## config.mk

```make
export PLATFORM = sky130hd
export DESIGN_NAME = video_timing_gen
export DESIGN_NICKNAME = d
export VERILOG_FILES = /design/src/rtl/video_timing_pkg.sv /design/src/rtl/timing_axis.sv /design/src/rtl/video_timing_gen.sv
export SDC_FILE = /design/constraint.sdc
export NUM_CORES = 1
export LEC_CHECK = 0
export ABC_AREA = 1
export CORE_UTILIZATION = 45
export CTS_CLUSTER_DIAMETER = 60
export DETAILED_ROUTE_END_ITERATION = 10
export HOLD_SLACK_MARGIN = 0.06
export PLACE_DENSITY = 0.67
export SLEW_MARGIN = 25
export SYNTH_ARGS = -nofsm -noshare
export SYNTH_HDL_FRONTEND = slang
export SYNTH_SLANG_ARGS = --single-unit
```

## constraint.sdc

```tcl
create_clock -name clock -period 4.3 [get_ports clock]
set_clock_uncertainty 0.15 [all_clocks]
set_input_delay 0.645 -clock clock [delete_from_list [all_inputs] [get_ports clock]]
set_output_delay 0.645 -clock clock [all_outputs]
set_load 0.02 [all_outputs]
```

## src/rtl/video_timing_pkg.sv

```systemverilog
// rtl/video_timing_pkg.sv - shared constants, region type and total-length helper for video_timing_gen
// Contents:
//   DEF_*        720p default timing constants
//   region_e     raster region along one axis (active, front porch, sync, back porch)
//   calc_total   total count of one axis from its four region lengths
package video_timing_pkg;

  localparam int DEF_H_ACTIVE = 1280;
  localparam int DEF_H_FRONT  = 110;
  localparam int DEF_H_SYNC   = 40;
  localparam int DEF_H_BACK   = 220;
  localparam int DEF_V_ACTIVE = 720;
  localparam int DEF_V_FRONT  = 5;
  localparam int DEF_V_SYNC   = 5;
  localparam int DEF_V_BACK   = 20;

  typedef enum logic [1:0] {
    RGN_ACTIVE = 2'd0,
    RGN_FRONT  = 2'd1,
    RGN_SYNC   = 2'd2,
    RGN_BACK   = 2'd3
  } region_e;

  function automatic int calc_total(input int active, input int front,
                                    input int sync, input int back);
    return active + front + sync + back;
  endfunction

endpackage

```

## src/rtl/timing_axis.sv

```systemverilog
// rtl/timing_axis.sv - one raster axis counter with region decode
// Ports:
//   clock   in   system clock
//   reset   in   synchronous, active-high reset
//   step    in   advance the counter by one on this clock
//   count   out  W  current counter value, 0..TOTAL-1
//   active  out  counter is in the active region
//   inSync  out  counter is in the sync region
//   wrap    out  this step takes the counter from TOTAL-1 back to 0
module timing_axis
  import video_timing_pkg::*;
#(
  parameter int ACTIVE = DEF_H_ACTIVE,
  parameter int FRONT  = DEF_H_FRONT,
  parameter int SYNC   = DEF_H_SYNC,
  parameter int BACK   = DEF_H_BACK,
  parameter int W      = 12
) (
  input  logic         clock,
  input  logic         reset,
  input  logic         step,
  output logic [W-1:0] count,
  output logic         active,
  output logic         inSync,
  output logic         wrap
);

  localparam int TOTAL      = calc_total(ACTIVE, FRONT, SYNC, BACK);
  localparam int SYNC_START = ACTIVE + FRONT;
  localparam int SYNC_END   = SYNC_START + SYNC;
  localparam logic [W-1:0] LAST = W'(TOTAL - 1);

  if (ACTIVE < 1) begin : g_err_active
    $error("timing_axis: ACTIVE must be non-zero");
  end
  if (SYNC < 1) begin : g_err_sync
    $error("timing_axis: SYNC must be non-zero");
  end
  if (FRONT < 0 || BACK < 0) begin : g_err_porch
    $error("timing_axis: porch lengths must not be negative");
  end
  if ((64'd1 << W) < 64'(TOTAL)) begin : g_err_width
    $error("timing_axis: counter width too small for TOTAL");
  end

  logic [W-1:0] r_count;
  logic [31:0]  w_count32;
  region_e      w_region;

  assign w_count32 = 32'(r_count);

  // Zero-length porches simply make their branch unreachable.
  always_comb begin
    w_region = RGN_BACK;
    if (w_count32 < 32'(ACTIVE)) begin
      w_region = RGN_ACTIVE;
    end else if (w_count32 < 32'(SYNC_START)) begin
      w_region = RGN_FRONT;
    end else if (w_count32 < 32'(SYNC_END)) begin
      w_region = RGN_SYNC;
    end
  end

  assign wrap   = step && (r_count == LAST);
  assign active = (w_region == RGN_ACTIVE);
  assign inSync = (w_region == RGN_SYNC);
  assign count  = r_count;

  always_ff @(posedge clock) begin
    if (reset) begin
      r_count <= '0;
    end else if (step) begin
      r_count <= wrap ? '0 : r_count + W'(1);
    end
  end

endmodule

```

## src/rtl/video_timing_gen.sv

```systemverilog
// rtl/video_timing_gen.sv - raster timing generator (DE/HSYNC/VSYNC, pixel coordinates, line/frame strobes)
// Optional feature macro: OVERLAY_WINDOW_EN (adds OVL_* parameters and overlayActive output)
// Ports:
//   clock          in   system clock
//   reset          in   synchronous, active-high reset
//   pixelEnable    in   advance one pixel on this clock
//   DE             out  data enable, high in the active region
//   HSYNC          out  horizontal sync at H_SYNC_POL while asserted
//   VSYNC          out  vertical sync at V_SYNC_POL while asserted, line aligned
//   hPos           out  hBusWidth  horizontal count of the pixel on the outputs
//   vPos           out  vBusWidth  vertical count of the pixel on the outputs
//   lineStart      out  one-clock pulse when the outputs show hPos=0
//   overlayActive  out  (OVERLAY_WINDOW_EN) outputs show a pixel inside the overlay window
//   frameStart     out  one-clock pulse when the outputs show hPos=0, vPos=0
module video_timing_gen
  import video_timing_pkg::*;
#(
  parameter int   H_ACTIVE   = DEF_H_ACTIVE,
  parameter int   H_FRONT    = DEF_H_FRONT,
  parameter int   H_SYNC     = DEF_H_SYNC,
  parameter int   H_BACK     = DEF_H_BACK,
  parameter int   V_ACTIVE   = DEF_V_ACTIVE,
  parameter int   V_FRONT    = DEF_V_FRONT,
  parameter int   V_SYNC     = DEF_V_SYNC,
  parameter int   V_BACK     = DEF_V_BACK,
  parameter logic H_SYNC_POL = 1'b1,
  parameter logic V_SYNC_POL = 1'b1,
`ifdef OVERLAY_WINDOW_EN
  parameter int   OVL_X      = 0,
  parameter int   OVL_Y      = 0,
  parameter int   OVL_W      = 320,
  parameter int   OVL_H      = 240,
`endif
  parameter int   hBusWidth  = 12,
  parameter int   vBusWidth  = 12
) (
  input  logic                 clock,
  input  logic                 reset,
  input  logic                 pixelEnable,
  output logic                 DE,
  output logic                 HSYNC,
  output logic                 VSYNC,
  output logic [hBusWidth-1:0] hPos,
  output logic [vBusWidth-1:0] vPos,
  output logic                 lineStart,
`ifdef OVERLAY_WINDOW_EN
  output logic                 overlayActive,
`endif
  output logic                 frameStart
);

  logic [hBusWidth-1:0] w_hcount;
  logic [vBusWidth-1:0] w_vcount;
  logic w_h_active, w_h_in_sync, w_h_wrap;
  logic w_v_active, w_v_in_sync, w_v_wrap;

  timing_axis #(
    .ACTIVE(H_ACTIVE), .FRONT(H_FRONT), .SYNC(H_SYNC), .BACK(H_BACK), .W(hBusWidth)
  ) u_h_axis (
    .clock (clock),
    .reset (reset),
    .step  (pixelEnable),
    .count (w_hcount),
    .active(w_h_active),
    .inSync(w_h_in_sync),
    .wrap  (w_h_wrap)
  );

  // The vertical axis only moves when a line completes, so its region
  // decode is constant across a line and VSYNC is line aligned.
  timing_axis #(
    .ACTIVE(V_ACTIVE), .FRONT(V_FRONT), .SYNC(V_SYNC), .BACK(V_BACK), .W(vBusWidth)
  ) u_v_axis (
    .clock (clock),
    .reset (reset),
    .step  (w_h_wrap),
    .count (w_vcount),
    .active(w_v_active),
    .inSync(w_v_in_sync),
    .wrap  (w_v_wrap)
  );

  logic                 r_de, r_hsync, r_vsync, r_line_start, r_frame_start;
  logic                 r_frame_armed;
  logic [hBusWidth-1:0] r_hpos;
  logic [vBusWidth-1:0] r_vpos;

`ifdef OVERLAY_WINDOW_EN
  logic               r_ovl;
  logic               w_ovl_hit;
  logic signed [31:0] w_ovl_dx, w_ovl_dy;

  // Gated by DE below, which clips the window to the active area.
  always_comb begin
    w_ovl_dx  = $signed(32'(w_hcount)) - OVL_X;
    w_ovl_dy  = $signed(32'(w_vcount)) - OVL_Y;
    w_ovl_hit = (w_ovl_dx >= 0) && (w_ovl_dx < OVL_W) &&
                (w_ovl_dy >= 0) && (w_ovl_dy < OVL_H);
  end

  assign overlayActive = r_ovl;
`endif

  // r_frame_armed marks that the counters sit at (0,0): set by reset and by
  // the step that wraps the whole frame, consumed by the next enabled step.
  always_ff @(posedge clock) begin
    if (reset) begin
      r_de          <= 1'b0;
      r_hsync       <= ~H_SYNC_POL;
      r_vsync       <= ~V_SYNC_POL;
      r_hpos        <= '0;
      r_vpos        <= '0;
      r_line_start  <= 1'b0;
      r_frame_start <= 1'b0;
      r_frame_armed <= 1'b1;
`ifdef OVERLAY_WINDOW_EN
      r_ovl         <= 1'b0;
`endif
    end else if (pixelEnable) begin
      r_de          <= w_h_active & w_v_active;
      r_hsync       <= w_h_in_sync ? H_SYNC_POL : ~H_SYNC_POL;
      r_vsync       <= w_v_in_sync ? V_SYNC_POL : ~V_SYNC_POL;
      r_hpos        <= w_hcount;
      r_vpos        <= w_vcount;
      r_line_start  <= (w_hcount == '0);
      r_frame_start <= r_frame_armed;
      r_frame_armed <= w_v_wrap;
`ifdef OVERLAY_WINDOW_EN
      r_ovl         <= w_h_active & w_v_active & w_ovl_hit;
`endif
    end else begin
      r_line_start  <= 1'b0;
      r_frame_start <= 1'b0;
    end
  end

  assign DE         = r_de;
  assign HSYNC      = r_hsync;
  assign VSYNC      = r_vsync;
  assign hPos       = r_hpos;
  assign vPos       = r_vpos;
  assign lineStart  = r_line_start;
  assign frameStart = r_frame_start;

endmodule

```

=== Word level (Yosys, flattened, before mapping) ===
Cells that the tools add are included.

* Reductions and logical operators: 6
* Mux-type cells: 10
* $mul: 0
* Add/sub/neg operators: 2
* Magnitude comparators: 6
* Shift-type cells: 0
* Bitwise logic cells: 2
* Equality and inequality tests: 4
* Div/mod/pow operators: 0

{| class="wikitable"
|+ Operators by type and width
! operator !! number
|-
| less-than comparator 12 x 10 -> 1 bit (second input constant) || 3
|-
| less-than comparator 12 x 11 -> 1 bit (second input constant) || 3
|-
| adder 12 x 1 -> 12 bit (second input constant) || 2
|-
| 2-to-1 mux 12 bit || 2
|-
| equality test 12 x 10 -> 1 bit (second input constant) || 1
|-
| equality test 12 x 11 -> 1 bit (second input constant) || 1
|-
| logical NOT 12 bit || 1
|-
| 2-to-1 mux 2 bit || 4
|-
| equality test 2 bit (second input constant) || 2
|-
| logical NOT 2 bit || 2
|-
| 2-to-1 mux 1 bit || 4
|-
| logical AND 1 bit || 2
|-
| OR reduction 2 bit || 1
|-
| AND 1 bit || 1
|-
| NOT 1 bit || 1
|}

* Bits in latches: 0
* Bits of input ports: 3
* Word-level logic and storage cells: 40
* Memory bits (read-only): 0
* Bits in writable memories: 0
* Memories kept: 0
* Register bits after elaboration: 54
* Output and inout bits: 29

=== Logic depth before layout (Yosys ltp) ===
* Depth after elaboration: 6
* Mapped depth: 10

=== By module ===
From an unflattened synthesis, not the netlist that was laid out.

* Cells, all modules: 358
* Area, all modules: 2,698.8 um2

{| class="wikitable"
|+ Modules (own cells, without submodules)
! module !! cells each !! seq. area each (um2) !! times used !! area each (um2)
|-
| video_timing_gen || 137 || 600.6 || 1 || 1,202.4
|-
| timing_axis (u_h_axis) || 115 || 240.2 || 1 || 757.0
|-
| timing_axis (u_v_axis) || 106 || 240.2 || 1 || 739.5
|}

=== Least setup slack after synthesis ===
OpenSTA, ideal clock, no wires.

* Kind: in2reg
* From: input port pixelEnable
* To: register u_h_axis.r_count[3] (netlist: u_h_axis.count[3])
* Library setup time: 0.130 ns
* Path slack: 2.652 ns
* Cell stages on the path: 4
* Data arrival time: 1.368 ns
* Cells stage by stage: buf_2 buf_2 clkbuf_1 a21oi_1

* Word-level cells in the longest chain between the ends: 2

{| class="wikitable"
|+ RTL lines
! what !! line !! text
|-
| start: declaration || video_timing_gen.sv:39 || <nowiki>input logic pixelEnable,</nowiki>
|-
| logical AND 1 bit || timing_axis.sv:64 || <nowiki>assign wrap = step && (r_count == LAST);</nowiki>
|-
| 2-to-1 mux 12 bit || timing_axis.sv:73 || <nowiki>r_count <= wrap ? '0 : r_count + W'(1);</nowiki>
|-
| end signal: assignment || timing_axis.sv:73 ||
|-
| end: declaration || timing_axis.sv:46 || <nowiki>logic [W-1:0] r_count;</nowiki>
|}

Several ways; a longest one is shown, not always the timed one.
A chain may end at the register's enable or synchronous reset.

==> impl_results.md <==
- Outcome: complete, no violations
- CP endpoint kind: flop
- Buffers on Ports: 31
- Critical Path Fanout Max: 26
- P_leak: 1.23 nW
- Clk buf depth: 2
- Num Clock Sinks: 54
- Sequential-to-total area share from yosys stat: 41.0%
- CP required: 4.33 ns
- 1st-iter DRT viols: 157
- Top delay family on crit path: buffers and inverters
- RSZ-0062 raised after global routing: false
- Die H: 78.5 um
- Initial antenna violation count: 0
- Vias: 2409
- Slowest-stage cell, CP: clkdlybuf4s50_1
- Synth cell types: 34
- CTS Hold Buffers Added: 0
- Avg Cell Area, Syn: 7.16 um2
- Flop-to-flop setup slack: 2.38 ns
- Post-synth EDFFs: 0
- Vias per cell: 5.18
- Post-DP HPWL: 4370 um
- Area of the multi-input gates: 1340 um2
- Worst setup margin: 1.66 ns
- Maximum VDD drop: 0.185 mV
- ANT cells: 0
- Worst slew pin tran: 0.725 ns
- Largest net degree at the start of global routing: 44
- Drt drc: 0
- Pins over their slew limit: 0
- Die Footprint: 6160 um2
- Worst Path Class, Setup: input pin to flop
- Setup TNS: 0 ns
- Vias in the first global route: 2125
- DRT Wirelength: 6020 um
- TritonCTS clock tree: yes
- Global placement routability congestion: 0.940
- Fmax: 0.379 GHz
- Total grt overflow: 0
- Hold Vio Cnt, Final: 0
- Area contributors post-synth: dfxtp_1, nand2_1, nor2_1
- Crit-path cells: clkdlybuf4s50_1, inv_1, nand2_2, nand2_1, o21ai_0
- H-tree depth: 2
- Pre-Repair DR Iteration Count: 4
- Ports: 32
- Post-DR wirelength/cell: 13.0 um
- Global-route wire length before repair: 10300 um
- Buffers & Inverters on Critical Path: 2
- PD cells: 288 nW/um2
- Postcts setup bufs: 0
- Core Region: 5570 um2
- Layout area overhead: 15.6%
- Final core area utilization: 54.6%
- #FFs+latches synth: 54
- Largest area contributor in the netlist: dfxtp_1
- Nets: 402
- CTS clock-pin slew for the worst setup and hold paths: 0.09 ns
- Area share of the largest cell type after synthesis: 41.0%
- Die width: 78.5 um
- Async S/R FF share, synth: 0%
- Fraction of layout cells with a size suffix above 1: 6.62%
- Mapped cell area: 2630 um2
- Filler instances: 585
- Storage cell area: 1080 um2
- Yosys warnings: 0
- Pre-CTS setup slack: 1.30 ns
- Final-report setup violation count: 0
- Final instance area: 3040 um2
- Skew-Pair Late Insertion Delay: 0.31 ns
- Initial core utilization: 47.3%
- Syn_nets: 377
- Cts repair resizes: 0
- Worst slew margin: 51.6%
- Gr usage total: 21.5%
- Root Buffer: clkbuf_8
- Top-count cell post-synth: nand2_1
- Cells after synthesis: 368
- Critical path launch point type: input pin
- Final worst path period share: 61.4%
- Final min period: 2.64 ns
- Synth cell count leaders: nand2_1, dfxtp_1, nor2_1
- # Max-Cap Violations: 0
- Min-delay worst type: flop to flop
- Cts bufs inserted: 5
- Synth Flop Type: dfxtp_1
- Critical Path Max Stage Delay: 0.70 ns
- Final antenna-violating net count: 0
- Placed inst area: 2970 um2
- Crit path arrival time: 2.67 ns
- FP Rows: 27
==> worst paths after layout <==
check	to	depth (start not counted)	from
min	frameStart	2	r_frame_armed
max reg2reg	u_v_axis.count[9]	9	u_h_axis.count[1]
min reg2reg	frameStart	2	r_frame_armed
max	r_frame_armed	5	reset
==> layout make-up <==
cell class              count  area share, %
well taps                  72           2.96
clock buffers               7           2.51
repair buffers             32           10.3
inverters                  38           4.69
flip-flops and latches     54           35.5
multi-input cells         262           44.1
==> metal layers <==
metal	wire length [um]	global-route usage [%]	part of all wire (%)
met1	3220	32.8	53
met2	2400	30.3	40
met3	323	3.95	5.4
met4	85	6.11	1.4
met5	0	0	0
==> cells in the final DEF (no fill, tap or decap) <==
master            n
clkbuf_1          2
clkinv_1          1
nand4_2           2
o21ai_0          22
nand2_1          82
xor2_1            5
inv_1            34
clkbuf_8          5
nor3b_1           3
buf_4             1
o21ai_1           2
clkdlybuf4s50_1  30
a21oi_2           1
dfxtp_1          54
nand4_1          11
nor3_1            9
inv_2             3
nor2_8            2
nand3b_1          1
nor2_1           51
nor2_2            2
nand3_2           2
a21oi_1          33
o21ai_2           1
nand3_4           1
ha_1              6
o211ai_1          1
nand2_4           1
nand3_1          16
and2_1            1
buf_2             1
nor2_4            1
a211oi_1          3
nor3_2            1
nand2_2           2
==> power by group <==
part	switching (mW)	internal, mW	leakage [nW]
registers	0.00737	0.514	0.440
clock network	0.157	0.113	0.0383
logic	0.0518	0.0337	0.749
==> through the flow <==
step / power [mW] / hold WS, ns / std cells
floorplan: 0.587 / 0.259 / 368
global placement: 0.618 / 0.282 / 458
detailed placement: 0.618 / 0.286 / 458
CTS: 0.884 / 0.303 / 465
global route: 0.914 / 0.346 / 465
finish: 0.876 / 0.311 / 465
==> cell families (layout without fill, tap and decap cells) <==
logic type                 after synthesis  after routing  synth area share [%]
AOI/OAI and AO/OA                       63             63                  12.6
xor gates and xnor gates                 5              5                  1.66
adders and majority gates                6              6                  2.85
buffers and inverters                   52             77                  8.03
DFF                                     54             54                  41.0
and+or+nand+nor                        188            188                  33.8
==> registers in the layout, indices dropped and copies added, names as in the netlist <==
name / flops
u_v_axis.count: 12
DE: 1
u_h_axis.count: 12
HSYNC: 1
vPos: 12
r_frame_armed: 1
lineStart: 1
frameStart: 1
VSYNC: 1
hPos: 12
==> tightest hold or removal path, cell delays in order, from the launching register on <==
cell,delay (ns)
dfxtp_1,0.31
inv_1,0.07
nor3_1,0.04
No activity file was read; power rests on OpenSTA's default activity.
